`src/rtl/bus_decoder_n.sv`:
```
// bus_decoder_n: registered address decoder with per-slave ready handshake, wait states and timeout/error response.
// Optional feature macro BUS_ERR_CAPTURE_EN adds a sticky first-fault address capture (err_valid/err_addr).
module bus_decoder_n #(
    parameter int NUM_SLAVES     = 4,
    parameter int ADDR_W         = 32,
    parameter int DATA_W         = 32,
    parameter logic [NUM_SLAVES*ADDR_W-1:0] SLAVE_BASE =
        {32'h4000_0000, 32'h3000_0000, 32'h2000_0000, 32'h1000_0000},
    parameter logic [NUM_SLAVES*ADDR_W-1:0] SLAVE_SIZE = {4{32'h0001_0000}},
    parameter int TIMEOUT_CYCLES = 16
) (
    input  logic                         clk,
    input  logic                         rst_n,
    input  logic [ADDR_W-1:0]            m_addr,
    input  logic [DATA_W-1:0]            m_wdata,
    input  logic [DATA_W/8-1:0]          m_wstrb,
    input  logic                         m_ren,
    input  logic                         m_wen,
    output logic [DATA_W-1:0]            m_rdata,
    output logic                         m_ready,
    output logic                         m_err,
    output logic [NUM_SLAVES-1:0]        s_sel,
    output logic [NUM_SLAVES-1:0]        s_ren,
    output logic [NUM_SLAVES-1:0]        s_wen,
    output logic [ADDR_W-1:0]            s_addr,
    output logic [DATA_W-1:0]            s_wdata,
    output logic [DATA_W/8-1:0]          s_wstrb,
    input  logic [NUM_SLAVES*DATA_W-1:0] s_rdata,
    input  logic [NUM_SLAVES-1:0]        s_ready,
    input  logic                         err_clr,
    output logic                         err_valid,
    output logic [ADDR_W-1:0]            err_addr
);

    localparam int IDX_W = (NUM_SLAVES > 1) ? $clog2(NUM_SLAVES) : 1;
    localparam int CNT_W = (TIMEOUT_CYCLES > 0) ? $clog2(TIMEOUT_CYCLES + 1) : 1;
    localparam logic [CNT_W-1:0] CNT_LAST = CNT_W'((TIMEOUT_CYCLES > 0) ? (TIMEOUT_CYCLES - 1) : 0);

    typedef enum logic [1:0] {
        IDLE   = 2'd0,
        ACCESS = 2'd1,
        RESP   = 2'd2
    } state_t;

    state_t              state_r;
    logic [IDX_W-1:0]    idx_r;
    logic [CNT_W-1:0]    cnt_r;
    logic                wr_r;

    logic                hit_s;
    logic                take_s;
    logic [IDX_W-1:0]    hit_idx_s;
    logic [ADDR_W-1:0]   hit_off_s;
    logic [NUM_SLAVES-1:0] hit_oh_s;
    logic [DATA_W-1:0]   rdata_sel_s;

    // Window membership, compared one bit wider than the address so base+size cannot wrap.
    function automatic logic in_window(input logic [ADDR_W-1:0] addr, input int idx);
        logic [ADDR_W:0] lo;
        logic [ADDR_W:0] hi;
        lo = {1'b0, SLAVE_BASE[idx*ADDR_W +: ADDR_W]};
        hi = lo + {1'b0, SLAVE_SIZE[idx*ADDR_W +: ADDR_W]};
        return ({1'b0, addr} >= lo) && ({1'b0, addr} < hi);
    endfunction

    // Address decode: first (lowest-index) matching window wins on overlap.
    always_comb begin
        hit_s     = 1'b0;
        take_s    = 1'b0;
        hit_idx_s = '0;
        hit_off_s = '0;
        for (int i = 0; i < NUM_SLAVES; i++) begin
            take_s    = !hit_s && in_window(m_addr, i);
            hit_idx_s = take_s ? IDX_W'(i) : hit_idx_s;
            hit_off_s = take_s ? (m_addr - SLAVE_BASE[i*ADDR_W +: ADDR_W]) : hit_off_s;
            hit_s     = hit_s | take_s;
        end
    end

    assign hit_oh_s    = NUM_SLAVES'(1) << hit_idx_s;
    assign rdata_sel_s = s_rdata[idx_r*DATA_W +: DATA_W];

    // Transaction sequencer: latch the request, hold slave strobes, return a one-cycle response.
    always_ff @(posedge clk) begin
        if (!rst_n) begin
            state_r <= IDLE;
            idx_r   <= '0;
            cnt_r   <= '0;
            wr_r    <= 1'b0;
            s_sel   <= '0;
            s_ren   <= '0;
            s_wen   <= '0;
            s_addr  <= '0;
            s_wdata <= '0;
            s_wstrb <= '0;
            m_ready <= 1'b0;
            m_err   <= 1'b0;
            m_rdata <= '0;
        end else begin
            case (state_r)
                IDLE: begin
                    m_ready <= 1'b0;
                    m_err   <= 1'b0;
                    if (m_ren || m_wen) begin
                        idx_r   <= hit_idx_s;
                        wr_r    <= m_wen;
                        s_addr  <= hit_off_s;
                        s_wdata <= m_wdata;
                        s_wstrb <= m_wstrb;
                        cnt_r   <= '0;
                        if (hit_s) begin
                            state_r <= ACCESS;
                            s_sel   <= hit_oh_s;
                            s_wen   <= m_wen ? hit_oh_s : '0;
                            s_ren   <= m_wen ? '0 : hit_oh_s;
                        end else begin
                            state_r <= RESP;
                            m_ready <= 1'b1;
                            m_err   <= 1'b1;
                            m_rdata <= '0;
                        end
                    end else begin
                        state_r <= IDLE;
                    end
                end
                ACCESS: begin
                    if (s_ready[idx_r]) begin
                        state_r <= RESP;
                        s_sel   <= '0;
                        s_ren   <= '0;
                        s_wen   <= '0;
                        m_ready <= 1'b1;
                        m_err   <= 1'b0;
                        m_rdata <= wr_r ? m_rdata : rdata_sel_s;
                    end else if ((TIMEOUT_CYCLES != 0) && (cnt_r == CNT_LAST)) begin
                        state_r <= RESP;
                        s_sel   <= '0;
                        s_ren   <= '0;
                        s_wen   <= '0;
                        m_ready <= 1'b1;
                        m_err   <= 1'b1;
                        m_rdata <= '0;
                    end else begin
                        cnt_r   <= cnt_r + CNT_W'(1);
                    end
                end
                RESP: begin
                    state_r <= IDLE;
                    m_ready <= 1'b0;
                    m_err   <= 1'b0;
                end
                default: begin
                    state_r <= IDLE;
                    s_sel   <= '0;
                    s_ren   <= '0;
                    s_wen   <= '0;
                    m_ready <= 1'b0;
                    m_err   <= 1'b0;
                end
            endcase
        end
    end

`ifdef BUS_ERR_CAPTURE_EN
    logic [ADDR_W-1:0] req_addr_r;

    // Full master address of the transaction in flight, needed when a mapped slave times out.
    always_ff @(posedge clk) begin
        if (!rst_n) begin
            req_addr_r <= '0;
        end else if ((state_r == IDLE) && (m_ren || m_wen)) begin
            req_addr_r <= m_addr;
        end else begin
            req_addr_r <= req_addr_r;
        end
    end

    // Sticky first-fault capture; a clear in the same cycle beats a new capture.
    always_ff @(posedge clk) begin
        if (!rst_n) begin
            err_valid <= 1'b0;
            err_addr  <= '0;
        end else if (err_clr) begin
            err_valid <= 1'b0;
            err_addr  <= '0;
        end else if (m_ready && m_err && !err_valid) begin
            err_valid <= 1'b1;
            err_addr  <= req_addr_r;
        end else begin
            err_valid <= err_valid;
            err_addr  <= err_addr;
        end
    end
`else
    logic unused_err_clr_s;
    assign unused_err_clr_s = err_clr;
    assign err_valid        = 1'b0;
    assign err_addr         = '0;
`endif

endmodule

```
`config.mk`:
```
export PLATFORM = sky130hd
export DESIGN_NAME = bus_decoder_n
export DESIGN_NICKNAME = d
export VERILOG_FILES = /design/src/rtl/bus_decoder_n.sv
export SDC_FILE = /design/constraint.sdc
export NUM_CORES = 1
export LEC_CHECK = 0
export CORE_AREA = 2 2 135 137
export CTS_BUF_LIST = sky130_fd_sc_hd__clkbuf_16
export CTS_CLUSTER_SIZE = 25
export DETAILED_ROUTE_END_ITERATION = 6
export DIE_AREA = 0 0 137 139
export PLACE_DENSITY = 0.77
export REMOVE_ABC_BUFFERS = 1
export SLEW_MARGIN = 20
export SYNTH_ARGS = -nofsm -noshare
export SYNTH_HDL_FRONTEND = slang
export SYNTH_SLANG_ARGS = --single-unit
```
`constraint.sdc`:
```
create_clock -name clk -period 2.46 [get_ports clk]
set_input_delay 0.246 -clock clk [delete_from_list [all_inputs] [get_ports clk]]
set_output_delay 0.246 -clock clk [all_outputs]
set_load 0.05 [all_outputs]
```
=== Word level (Yosys, flattened, before mapping) ===
Cells that the tools add are included.

* Mux-type cells: 44
* Add/sub/neg operators: 5
* Equal/unequal tests: 10
* Order comparisons: 9
* Shift operators: 2
* Bitwise gates (word level): 4
* Reduce and logical (&&, ||, !) cells: 17

{| class="wikitable"
|+ Operators with widths
! kind !! number
|-
| $mux W32 || 9
|-
| $shiftx A128 B8 Y32 || 1
|-
| $ge A32 B30 Y1 const B || 2
|-
| $lt A32 B30 Y1 const B || 2
|-
| $pmux W32 S2 || 1
|-
| $sub A32 B30 Y32 const B || 2
|-
| $mux W4 || 10
|-
| $pmux W4 S3 || 3
|-
| $ge A32 B29 Y1 const B || 1
|-
| $ge A32 B31 Y1 const B || 1
|-
| $lt A32 B29 Y1 const B || 1
|-
| $lt A32 B31 Y1 const B || 1
|-
| $sub A32 B29 Y32 const B || 1
|-
| $sub A32 B31 Y32 const B || 1
|-
| $mux W5 || 3
|-
| $mux W2 || 6
|-
| $ne A2 B2 Y1 const B || 5
|-
| $pmux W5 S2 || 1
|-
| $reduce_and A4 Y1 || 2
|-
| $logic_and A1 B1 Y1 || 7
|-
| $mux W1 || 7
|-
| $ne A3 B3 Y1 const B || 2
|-
| $add A5 B1 Y5 const B || 1
|-
| $eq A5 B4 Y1 const B || 1
|-
| other kinds (15) || 20
|}

* Flip-flop bits (word level): 124
* Logic and storage cells: 104
* Bits of input ports: 205

=== Longest topological paths before layout ===
Gate-level depths: netlist (run 1).

* Depth in word-level cells: 16
* Gate-level depth with buffers: 10

=== Worst setup path after synthesis (run 1) ===
No wires, ideal clock.

* Kind: input port to flip-flop
* From: input m_addr[30]
* To: register m_rdata[0]
* Required time: 2,343 ps
* Stages on the path: 10
* Path buffers: 1
* Slack: 248 ps
* Arrival time: 2,095 ps
* Cell sequence: inv_1 -> ha_1 -> and3b_1 -> nor2b_1 -> a31o_2 -> a21oi_1 -> and2_4 -> a31oi_2 -> buf_2 -> a22o_1

* Cells in the longest elaborated chain, start to end: 13
* Elaborated cells between the ends (all ways): 23

{| class="wikitable"
|+ RTL lines
! what !! RTL line !! RTL
|-
| start, declared || 14 || <nowiki>input logic [ADDR_W-1:0] m_addr,</nowiki>
|-
| $ge A32 B29 Y1 / $lt A32 B29 Y1 (equally long branches) || 63 || <nowiki>return ({1'b0, addr} >= lo) && ({1'b0, addr} < hi);</nowiki>
|-
| $logic_and A1 B1 Y1 || 63 ||
|-
| $logic_not A1 Y1 || 73 || <nowiki>take_s = !hit_s && in_window(m_addr, i);</nowiki>
|-
| $logic_and A1 B1 Y1 || 73 ||
|-
| $or A1 B1 Y1 || 76 || <nowiki>hit_s = hit_s | take_s;</nowiki>
|-
| $logic_not A1 Y1 || 73 ||
|-
| $logic_and A1 B1 Y1 || 73 ||
|-
| $or A1 B1 Y1 || 76 ||
|-
| $logic_not A1 Y1 || 73 ||
|-
| $logic_and A1 B1 Y1 || 73 ||
|-
| $or A1 B1 Y1 (*) || 76 ||
|-
| $ne A2 B2 Y1 (no line) (*) || - ||
|-
| $reduce_and A5 Y1 (no line) (*) || - ||
|-
| end signal, assigned || 134 || <nowiki>m_rdata <= wr_r ? m_rdata : rdata_sel_s;</nowiki>
|-
| end, declared || 19 || <nowiki>output logic [DATA_W-1:0] m_rdata,</nowiki>
|}

Mark *: on every way between the ends. The rest lies on a longest branch, timed or not.
A chain may end at the register's enable or synchronous reset.

=== Worst setup path in the final report (run 1) ===
* From: input m_addr[3]
* To: register s_ren[2]

* Cells in the longest elaborated chain, start to end: 16
* Elaborated cells between the ends (all ways): 31

{| class="wikitable"
|+ RTL lines
! what !! RTL line !! RTL
|-
| $ge A32 B29 Y1 / $lt A32 B29 Y1 (equally long branches) || 63 ||
|-
| $logic_and A1 B1 Y1 || 63 ||
|-
| $logic_not A1 Y1 || 73 ||
|-
| $logic_and A1 B1 Y1 || 73 ||
|-
| $or A1 B1 Y1 || 76 ||
|-
| $logic_not A1 Y1 || 73 ||
|-
| $logic_and A1 B1 Y1 || 73 ||
|-
| $or A1 B1 Y1 || 76 ||
|-
| $logic_not A1 Y1 || 73 ||
|-
| $logic_and A1 B1 Y1 || 73 ||
|-
| $mux W2 || 74 || <nowiki>hit_idx_s = take_s ? IDX_W'(i) : hit_idx_s;</nowiki>
|-
| $shl A1 B2 Y4 || 80 || <nowiki>assign hit_oh_s = NUM_SLAVES'(1) << hit_idx_s;</nowiki>
|-
| $mux W4 || 115 || <nowiki>s_ren <= m_wen ? '0 : hit_oh_s;</nowiki>
|-
| $mux W4 || 111 || <nowiki>if (hit_s) begin</nowiki>
|-
| $mux W4 || 104 || <nowiki>if (m_ren || m_wen) begin</nowiki>
|-
| $pmux W4 S3 || 100 || <nowiki>case (state_r)</nowiki>
|-
| end signal, assigned || 115 ||
|-
| end, declared || 23 || <nowiki>output logic [NUM_SLAVES-1:0] s_ren,</nowiki>
|}

Several ways; a longest one is shown, not always the timed one. The select of a mux whose other input is x is not followed.

==> results.py, run 1 <==
metrics = {
    "cells_and_area": {
        "finalInstanceArea_um2": 9870,
        "n_fill_cell": 1521,
        "nNetsFinal": 1129,
        "fin_util_pct": 55.9,
        "drive_above_1_share_pct": 14.3,
        "syn_to_final_growth_pct": 74.2,
        "antenna_cells": 0,
    },
    "run": {
        "maxCapViolCount": 0,
    },
    "logic_synthesis": {
        "synth_ff_type": "dfxtp_1",
        "yosys-top-cells-area": "dfxtp_1, mux4_2, a22o_1, nand2_1, a21oi_1",
        "netlist.area_leader.share_pct": 43.5,
        "synth-seq-area-share_pct": 43.5,
        "synth-async-reset-ratio_pct": 0,
        "ys_types": 50,
        "yosys_warnings": 0,
        "synth-edff-count": 0,
        "synthesis.area_um2": 5670,
        "syn-instance-count": 564,
        "synth_area_per_cell_um2": 10.0,
        "synth_seq_cells": 123,
        "yosysTopAreaCell": "dfxtp_1",
    },
    "power": {
        "switching_share_pct": 31.7,
        "p_per_area_nw_per_um2": 633,
        "p_leak_nw": 3.77,
        "pwr-share-comb_pct": 27.2,
        "p_seq_share_pct": 34.6,
        "peakVddDrop_uv": 510,
        "clkPwrFrac_pct": 38.2,
        "internal_power_mw": 4.26,
        "p_sw_mw": 1.98,
    },
    "outcome": {
        "status": "finished, final reports clean",
    },
    "hold_path": {
        "holdCritPathClass": "input port to register",
    },
    "detailed_routing": {
        "wire_per_inst_um": 17.1,
        "first_iter_violations": 236,
        "antenna_left": 0,
        "drt-vias-per-instance": 4.88,
        "wl_um": 19700,
        "wl_met3_um": 1780,
        "highest_layer": "met4",
        "wl_met1_um": 7710,
        "wl_met2_um": 9810,
        "firstDrtPassIters": 5,
        "remaining_drc_errors": 0,
        "vias": 5634,
    },
    "die": {
        "die_y_um": 139,
        "dieWidth_um": 137,
        "ioPinCount": 352,
        "dieArea_um2": 19000,
        "fp-row-count": 49,
        "coreArea_um2": 17700,
        "start_util_pct": 32.1,
    },
    "place": {
        "portBuffers": 317,
        "hpwlAfterDp_um": 15000,
        "dp_slack_ns": -0.268,
        "placed_cell_area_um2": 9300,
        "gp_congestion": 0.864,
    },
    "timing": {
        "hold_violations": 0,
        "fin_crit_ns": 2.32,
        "rsz0062_at_grt": "false",
        "relSlewSlack_pct": 53.8,
        "setup_violations": 0,
        "worstMarginPinSlew_ns": 0.691,
        "min_period_over_period_pct": 94.2,
        "whs_ns": 0.381,
        "maxSlewViolCount": 0,
        "fin_skew_ns": 0.0118,
        "finalSetupTns_ns": 0,
        "fmax_mhz": 432,
        "setup_slack_ns": 0.143,
    },
    "global_route": {
        "grt_pass1_wl_um": 29800,
        "grt_pass1_vias": 5668,
        "grt_max_degree": 38,
        "antenna_found_initial": 0,
        "gr-total-overflow": 0,
        "grt_use_total_pct": 20.0,
    },
    "clocking": {
        "hold_buffers": 0,
        "numCtsBuffers": 17,
        "cts_setup_buffers": 0,
        "cts_tree": "done",
        "htreeDepth": 4,
        "root_buffer": "clkbuf_16",
        "path_clk_slew_ns": 0.06,
        "clock_path_buffers": 2,
        "clk_latency_ns": 0.41,
        "clock-sinks": 123,
    },
    "critical_path": {
        "crit_path_end_kind": "register",
        "arrival_ns": 2.62,
        "path_max_fanout": 9,
        "cp-start-kind": "input port",
        "path_class": "input port to register",
        "worstPathRequired_ns": 2.76,
    },
}
metrics by stage:
step / power [mW] / instances
finish: 6.25 / 1154
global route: 6.49 / 1154
CTS: 6.31 / 1154
detailed placement: 3.91 / 1122
global placement: 3.89 / 1122
floorplan: 3.14 / 525
power groups by stage:
stage / clock network, mW / registers (mW) / logic (mW)
finish: 2.39 / 2.16 / 1.70
global route: 2.51 / 2.18 / 1.80
CTS: 2.44 / 2.16 / 1.71
detailed placement: 0 / 2.21 / 1.71
global placement: 0 / 2.20 / 1.68
floorplan: 0 / 2.58 / 0.554
final timing paths:
kind	start	endpoint	cells after the start	slack, ns
min reg2reg	s_wdata[23]	s_wdata[23]	2	0.45
max	m_addr[3]	s_ren[2]	8	0.14
max reg2reg	idx_r[0]	m_rdata[3]	7	0.44
min	m_wdata[10]	s_wdata[10]	3	0.38
critical path, stage by stage:
cell,delay (ns)
clkdlybuf4s50_1,0.45
nor4_1,0.32
and4_1,0.31
nand2_1,0.07
a221o_1,0.41
a31oi_1,0.35
o21ai_4,0.16
a32o_1,0.29
area by class of cell:
| class | count | area (um^2) | share of cell area [%] |
|---|---|---|---|
| clock buffer | 17 | 425 | 4.31 |
| clock inverter | 15 | 140 | 1.42 |
| inverter | 7 | 26.3 | 0.266 |
| multi-input combinational | 395 | 2930 | 29.7 |
| sequential | 123 | 2460 | 25.0 |
| tap | 229 | 287 | 2.90 |
| timing repair buffer | 368 | 3590 | 36.4 |
flip-flops by register name, indices dropped and copies added (netlist names):
| name | flops |
|---|---|
| s_addr | 32 |
| cnt_r | 5 |
| idx_r | 2 |
| wr_r | 1 |
| m_rdata | 32 |
| s_wstrb | 4 |
| state_r | 1 |
| s_wen | 4 |
| m_ready | 1 |
| s_wdata | 32 |
| s_ren | 4 |
| s_sel | 4 |
| m_err | 1 |
placed cells by master (no fill, tap or decap), drive strengths merged, types with 2 or more instances in the layout:
cell,count
clkdlybuf4s50,317
dfxtp,123
nand2,91
a22o,60
buf,51
a21oi,50
mux4,33
conb,33
nor2,23
clkbuf,17
o21ai,16
inv,13
ha,12
nor3,10
nand3,9
a31oi,8
nor4,7
clkinvlp,5
a32o,4
a31o,3
mux2i,3
clkinv,3
and3,2
nand2b,2
nand4,2
a221o,2
nor2b,2
a32oi,2
xor2,2
xnor2,2
and2,2
cells by family (layout without fill, tap and decap cells):
| family | Yosys count | in the layout | share of synthesized area, % |
|---|---|---|---|
| xor+xnor | 4 | 4 | 0.618 |
| simple gates | 157 | 157 | 12.5 |
| other cells | 1 | 33 | 0.0662 |
| compound gates | 153 | 153 | 19.4 |
| fa+ha+maj | 12 | 12 | 2.65 |
| flops | 123 | 123 | 43.5 |
| mux | 36 | 36 | 13.6 |
| buf+inv | 78 | 407 | 7.69 |
layer usage:
| metal | track usage [%] | vias up |
|---|---|---|
| li1 | - | 2715 |
| met1 | 22.7 | 2648 |
| met2 | 35.5 | 246 |
| met3 | 6.29 | 25 |
| met4 | 6.19 | 0 |
| met5 | 0 | - |
synth_stat cells, drive strengths merged, types with 3 or more instances:
cell type,count
nor4,7
a31o,3
nand3,9
buf,43
nor3,10
a32o,4
clkbuf,28
o21ai,16
ha,12
inv,7
a21oi,50
mux4,33
mux2i,3
nand2,91
a22o,60
a31oi,8
nor2,23
dfxtp,123
repair_timing:
| action | CTS | global route |
|---|---|---|
| hold endpoints to repair | 0 | 0 |
| endpoints found under the setup margin | 0 | 7 |
| gates resized for setup | 0 | 1 |
(Power assumes the default switching activity.)
==> inputs of run 2 (changes only) <==
- ABC_AREA: default -> 0
- CORE_AREA: 2 2 135 137 -> 2 2 137 139
- CTS_BUF_LIST: sky130_fd_sc_hd__clkbuf_16 -> sky130_fd_sc_hd__clkbuf_8
- DIE_AREA: 0 0 137 139 -> 0 0 139 141
- PLACE_DENSITY: 0.77 -> 0.75
==> run 2 against run 1 <==
Via count is 1.7% higher; fmax down 2.9%; non-clock buffer count rose by 7; largest cell class unchanged; critical endpoint is now s_wen[1]; count of clock-buffer cells in the layout unchanged.
==> results.py, run 2 (synthesis gave the netlist of run 1 again) <==
metrics = {
    "outcome": {
        "status": "finished, final reports clean",
    },
    "critical_path": {
        "path_max_fanout": 9,
        "cp-start-kind": "input port",
        "crit_path_end_kind": "register",
        "worstPathRequired_ns": 2.79,
        "worstReg2RegStart": "idx_r[0]",
        "r2r_end": "m_rdata[26]",
        "ff2ff_path_depth": 7,
        "arrival_ns": 2.71,
        "rrSetupSlack_ns": 0.44,
        "path_class": "input port to register",
    },
    "global_route": {
        "grt_pass1_vias": 5557,
        "gr-total-overflow": 0,
        "grt_pass1_wl_um": 30900,
        "grt_max_degree": 47,
        "grt_use_total_pct": 20.0,
        "antenna_found_initial": 1,
    },
    "hold_path": {
        "holdCritPathClass": "input port to register",
        "whs_path_depth": 3,
        "hold_path_end": "s_wdata[4]",
        "hp-start": "m_wdata[4]",
    },
    "detailed_routing": {
        "antenna_left": 0,
        "wl_met3_um": 1800,
        "highest_layer": "met4",
        "wl_met2_um": 10000,
        "remaining_drc_errors": 0,
        "first_iter_violations": 371,
        "wire_per_inst_um": 17.6,
        "drt-vias-per-instance": 4.91,
        "firstDrtPassIters": 4,
        "wl_um": 20500,
        "vias": 5727,
        "wl_met1_um": 8270,
    },
    "cells_and_area": {
        "fin_cells": 1167,
        "reg_top3": "m_rdata (32), s_addr (32), s_wdata (32)",
        "syn_to_final_growth_pct": 73.8,
        "n_fill_cell": 1628,
        "final_common_cell": "clkdlybuf4s50_1",
        "drive_above_1_share_pct": 15.1,
        "nNetsFinal": 1136,
        "layout_common_cells": "clkdlybuf4s50_1, dfxtp_1, nand2_1, a22o_1, buf_4",
    },
    "timing": {
        "whs_ns": 0.348,
        "hold_violations": 0,
        "maxSlewViolCount": 0,
        "fmax_mhz": 419,
        "fin_skew_ns": 0.00905,
        "finalSetupTns_ns": 0,
        "rsz0062_at_grt": "false",
        "setup_violations": 0,
        "worstMarginPinSlew_ns": 0.724,
        "fin_crit_ns": 2.39,
        "min_period_over_period_pct": 97.0,
        "relSlewSlack_pct": 51.6,
    },
    "die": {
        "coreArea_um2": 18300,
        "ioPinCount": 352,
        "dieWidth_um": 139,
        "start_util_pct": 31.0,
        "fp-row-count": 50,
        "die_y_um": 141,
        "dieArea_um2": 19600,
    },
    "clocking": {
        "htreeDepth": 4,
        "cts_setup_buffers": 0,
        "cts_tree": "done",
        "numCtsBuffers": 17,
        "clock_path_buffers": 2,
        "path_clk_slew_ns": 0.08,
        "clock-sinks": 123,
        "clk_latency_ns": 0.44,
        "root_buffer": "clkbuf_8",
    },
    "place": {
        "portBuffers": 317,
        "gp_congestion": 0.866,
        "hpwlAfterDp_um": 15400,
        "dp.cells": 1134,
    },
    "run": {
        "maxCapViolCount": 0,
    },
    "power": {
        "p_leak_nw": 3.77,
        "p_per_area_nw_per_um2": 620,
        "peakVddDrop_uv": 701,
    },
}
run 2: cell types whose count changed in the layout (fill, tap and decap cells not counted), moves of 3 or more:
cell and change:
clkbuf_16 -17, bufinv_16 +5, buf_4 +8, clkbuf_8 +17
clkinvlp_4 -3
run 2: report_power, final:
| group | internal, mW | leakage (nW) | switching (mW) |
|---|---|---|---|
| logic | 0.756 | 2.53 | 0.942 |
| clock network | 1.33 | 0.239 | 0.915 |
| registers | 2.10 | 1.00 | 0.0643 |
run 2: worst max-delay path: stages:
cell and delay [ns]:
clkdlybuf4s50_1 0.44, nor4_2 0.32, buf_4 0.16, and4_1 0.29, nand2_1 0.08, a221o_1 0.40, a31oi_1 0.33, o21ai_4 0.16
a32o_1 0.29
run 2: worst max path at each step:
stage          startpoint     endpoint  slack [ns]  depth (start not counted)
4_1_cts         m_addr[3]     s_wen[1]        0.07                          9
6_report        m_addr[3]     s_wen[1]        0.07                          9
3_3_place_gp    m_addr[4]     s_wen[3]       -0.41                          9
5_1_grt        m_addr[31]  m_rdata[26]       0.007                         11
3_5_place_dp    m_addr[3]    s_addr[3]       -0.40                         11
2_1_floorplan     m_ready   m_rdata[0]       -2.36                          3
run 2: area by class of cell:
cell class                 count  area (um^2)  share of cell area, %
timing repair buffer         375         3630                   36.9
multi-input combinational    395         2940                   29.8
sequential                   123         2460                   25.0
tap                          234          293                   2.97
clock inverter                15          256                   2.60
clock buffer                  17          234                   2.38
inverter                       7         26.3                  0.267
antenna                        1         2.50                 0.0254
run 2: repair_timing:
action / in CTS / in global routing
setup endpoints to repair: 0 / 13
resized for setup: 0 / 2
hold buffers: 0 / 0
run 2: metal layers:
| metal | vias to the layer above | global-route usage (%) |
|---|---|---|
| met1 | 2700 | 24.5 |
| met3 | 28 | 6.49 |
| met4 | 0 | 6.33 |
| met2 | 277 | 33.6 |
| li1 | 2722 | - |
| met5 | - | 0 |
run 2: through the flow:
step	power, mW	instance area [um^2]	util [%]	setup slack (ns)
2_1_floorplan	3.14	5380	-	-2.36
3_3_place_gp	3.89	9340	51.1	-0.412
3_5_place_dp	3.91	9340	51.1	-0.398
4_1_cts	6.17	9830	53.8	0.0711
5_1_grt	6.36	9850	53.9	0.00651
6_report	6.10	9850	53.9	0.0739
==> inputs of run 3 (changes only) <==
- HOLD_SLACK_MARGIN: default -> 0.1
- SETUP_SLACK_MARGIN: default -> 0.1
==> run 3 against run 2 <==
Die area unchanged; clock skew increased by 0.0021 ns; hold slack got worse by 0.0041 ns; sequential share of layout area decreased by 0.58 points; sequential cell count unchanged; largest cell class unchanged; highest routed layer unchanged.
==> results.py, run 3 (synthesis gave the netlist of run 1 again) <==
metrics = {
    "outcome": {
        "status": "finished, final reports clean",
    },
    "critical_path": {
        "crit_path_end_kind": "register",
        "cp_slowest_cell": "clkdlybuf4s50_1",
        "crit_buf_inv": 5,
        "path_cells": "clkdlybuf4s50_1 -> nor4_2 -> buf_4 -> and4_4 -> nand2_1 -> a221o_2 -> buf_4 -> a211oi_4 -> buf_12 -> clkbuf_16 -> a22o_1",
        "rrSetupSlack_ns": 0.32,
        "cpMostUsedCell": "buf_4",
        "critical-path-max-stage-delay_ns": 0.43,
        "worstPathRequired_ns": 2.84,
        "path_class": "input port to register",
        "arrival_ns": 2.72,
        "path_max_fanout": 14,
        "cp_top_family": "buffers and inverters",
        "cp-start-kind": "input port",
    },
    "timing": {
        "hold_violations": 0,
        "setup_slack_ns": 0.116,
        "finalSetupTns_ns": 0,
        "maxSlewViolCount": 0,
        "fin_skew_ns": 0.0111,
        "fin_crit_ns": 2.34,
        "fmax_mhz": 427,
        "worstMarginPinSlew_ns": 0.720,
        "min_period_over_period_pct": 95.3,
        "relSlewSlack_pct": 51.9,
        "whs_ns": 0.344,
        "setup_violations": 0,
        "rsz0062_at_grt": "true",
    },
    "die": {
        "start_util_pct": 31.0,
        "dieWidth_um": 139,
        "ioPinCount": 352,
        "coreArea_um2": 18300,
        "dieArea_um2": 19600,
        "fp-row-count": 50,
        "die_y_um": 141,
    },
    "clocking": {
        "clock-sinks": 123,
        "path_clk_slew_ns": 0.08,
        "cts_tree": "done",
        "numCtsBuffers": 17,
        "clock_path_buffers": 2,
        "clk_latency_ns": 0.44,
        "root_buffer": "clkbuf_8",
        "htreeDepth": 4,
    },
    "power": {
        "p_sw_mw": 1.95,
        "p_seq_share_pct": 35.0,
        "peakVddDrop_uv": 704,
        "p_leak_nw": 3.90,
        "pwr-share-comb_pct": 28.5,
        "internal_power_mw": 4.22,
        "clkPwrFrac_pct": 36.5,
        "switching_share_pct": 31.6,
        "p_per_area_nw_per_um2": 612,
    },
    "run": {
        "maxCapViolCount": 0,
    },
    "detailed_routing": {
        "vias": 5782,
        "wire_per_inst_um": 18.1,
        "wl_um": 21300,
        "remaining_drc_errors": 0,
        "firstDrtPassIters": 4,
        "first_iter_violations": 345,
        "drt-vias-per-instance": 4.91,
        "antenna_left": 0,
    },
    "place": {
        "portBuffers": 317,
        "dp.cells": 1134,
        "dp_slack_ns": -0.398,
        "placed_cell_area_um2": 9340,
        "hpwlAfterDp_um": 15400,
        "gp_congestion": 0.866,
    },
    "global_route": {
        "grt_pass1_vias": 5559,
        "grt_pass1_wl_um": 30900,
        "grt_use_total_pct": 20.0,
        "antenna_found_initial": 1,
        "gr-total-overflow": 0,
        "grt_max_degree": 47,
    },
    "cells_and_area": {
        "final_common_cell": "clkdlybuf4s50_1",
        "reg_top3": "m_rdata (32), s_addr (32), s_wdata (32)",
        "syn_to_final_growth_pct": 78.0,
        "finalInstanceArea_um2": 10100,
        "layout_common_cells": "clkdlybuf4s50_1, dfxtp_1, nand2_1, a22o_1, buf_4",
        "fin_cells": 1178,
        "nNetsFinal": 1147,
        "drive_above_1_share_pct": 17.0,
    },
    "hold_path": {
        "holdCritPathClass": "input port to register",
    },
}
[run 3: cell count changes in the layout (fill, tap and decap cells not counted), sizes merged]
cell	previous run	this run
clkdlybuf4s50	317	313
dlymetal6s2s	0	4
clkbuf	17	21
dlygate4sd3	0	2
buf	58	63
[run 3: repair_timing]
item,CTS,global route
resized for setup,1,17
endpoints found under the hold margin,0,2
buffers inserted,0,5
hold buffers,0,2
cloned,0,4
pin swaps,0,6
setup endpoints to repair,32,74
[run 3: area by class of cell]
type                    count  area (um^2)
multi-input cells         395         2980
repair buffers            386         3830
diodes                      1         2.50
well taps                 234          293
flip-flops and latches    123         2460
clock buffers              17          234
fillers                  1605         8190
inverters                   7         26.3
clock inverters            15          256
[run 3: final timing paths]
| check | cells after the start | from | to |
|---|---|---|---|
| worst max-delay path | 11 | m_addr[5] | s_addr[23] |
| worst min-delay path | 4 | m_addr[30] | s_addr[30] |
| worst max register to register | 8 | idx_r[0] | m_rdata[13] |
| worst min register to register | 2 | s_wdata[5] | s_wdata[5] |
[run 3: power groups by stage]
stage | sequential, mW | clock [mW] | combinational, mW
finish | 2.16 | 2.26 | 1.76
global route | 2.18 | 2.39 | 1.85
CTS | 2.16 | 2.30 | 1.71
detailed placement | 2.21 | 0 | 1.70
global placement | 2.20 | 0 | 1.69
floorplan | 2.58 | 0 | 0.554
[run 3: worst min-delay path: stages]
cell            delay (ns)
dlymetal6s2s_1        0.11
buf_4                 0.14
o21ai_0               0.09
a31oi_1               0.15
[run 3: layer usage]
metal,share of wire (%),up-vias,track usage [%]
met4,1.9,0,6.33
li1,-,2743,-
met1,40,2746,24.5
met3,8.0,28,6.49
met5,0,-,0
met2,50,265,33.6
[run 3: stage by stage]
stage,power (mW),utilization (%)
2_1_floorplan,3.14,-
3_3_place_gp,3.89,51.1
3_5_place_dp,3.91,51.1
4_1_cts,6.17,53.9
5_1_grt,6.42,55.2
6_report,6.17,55.2
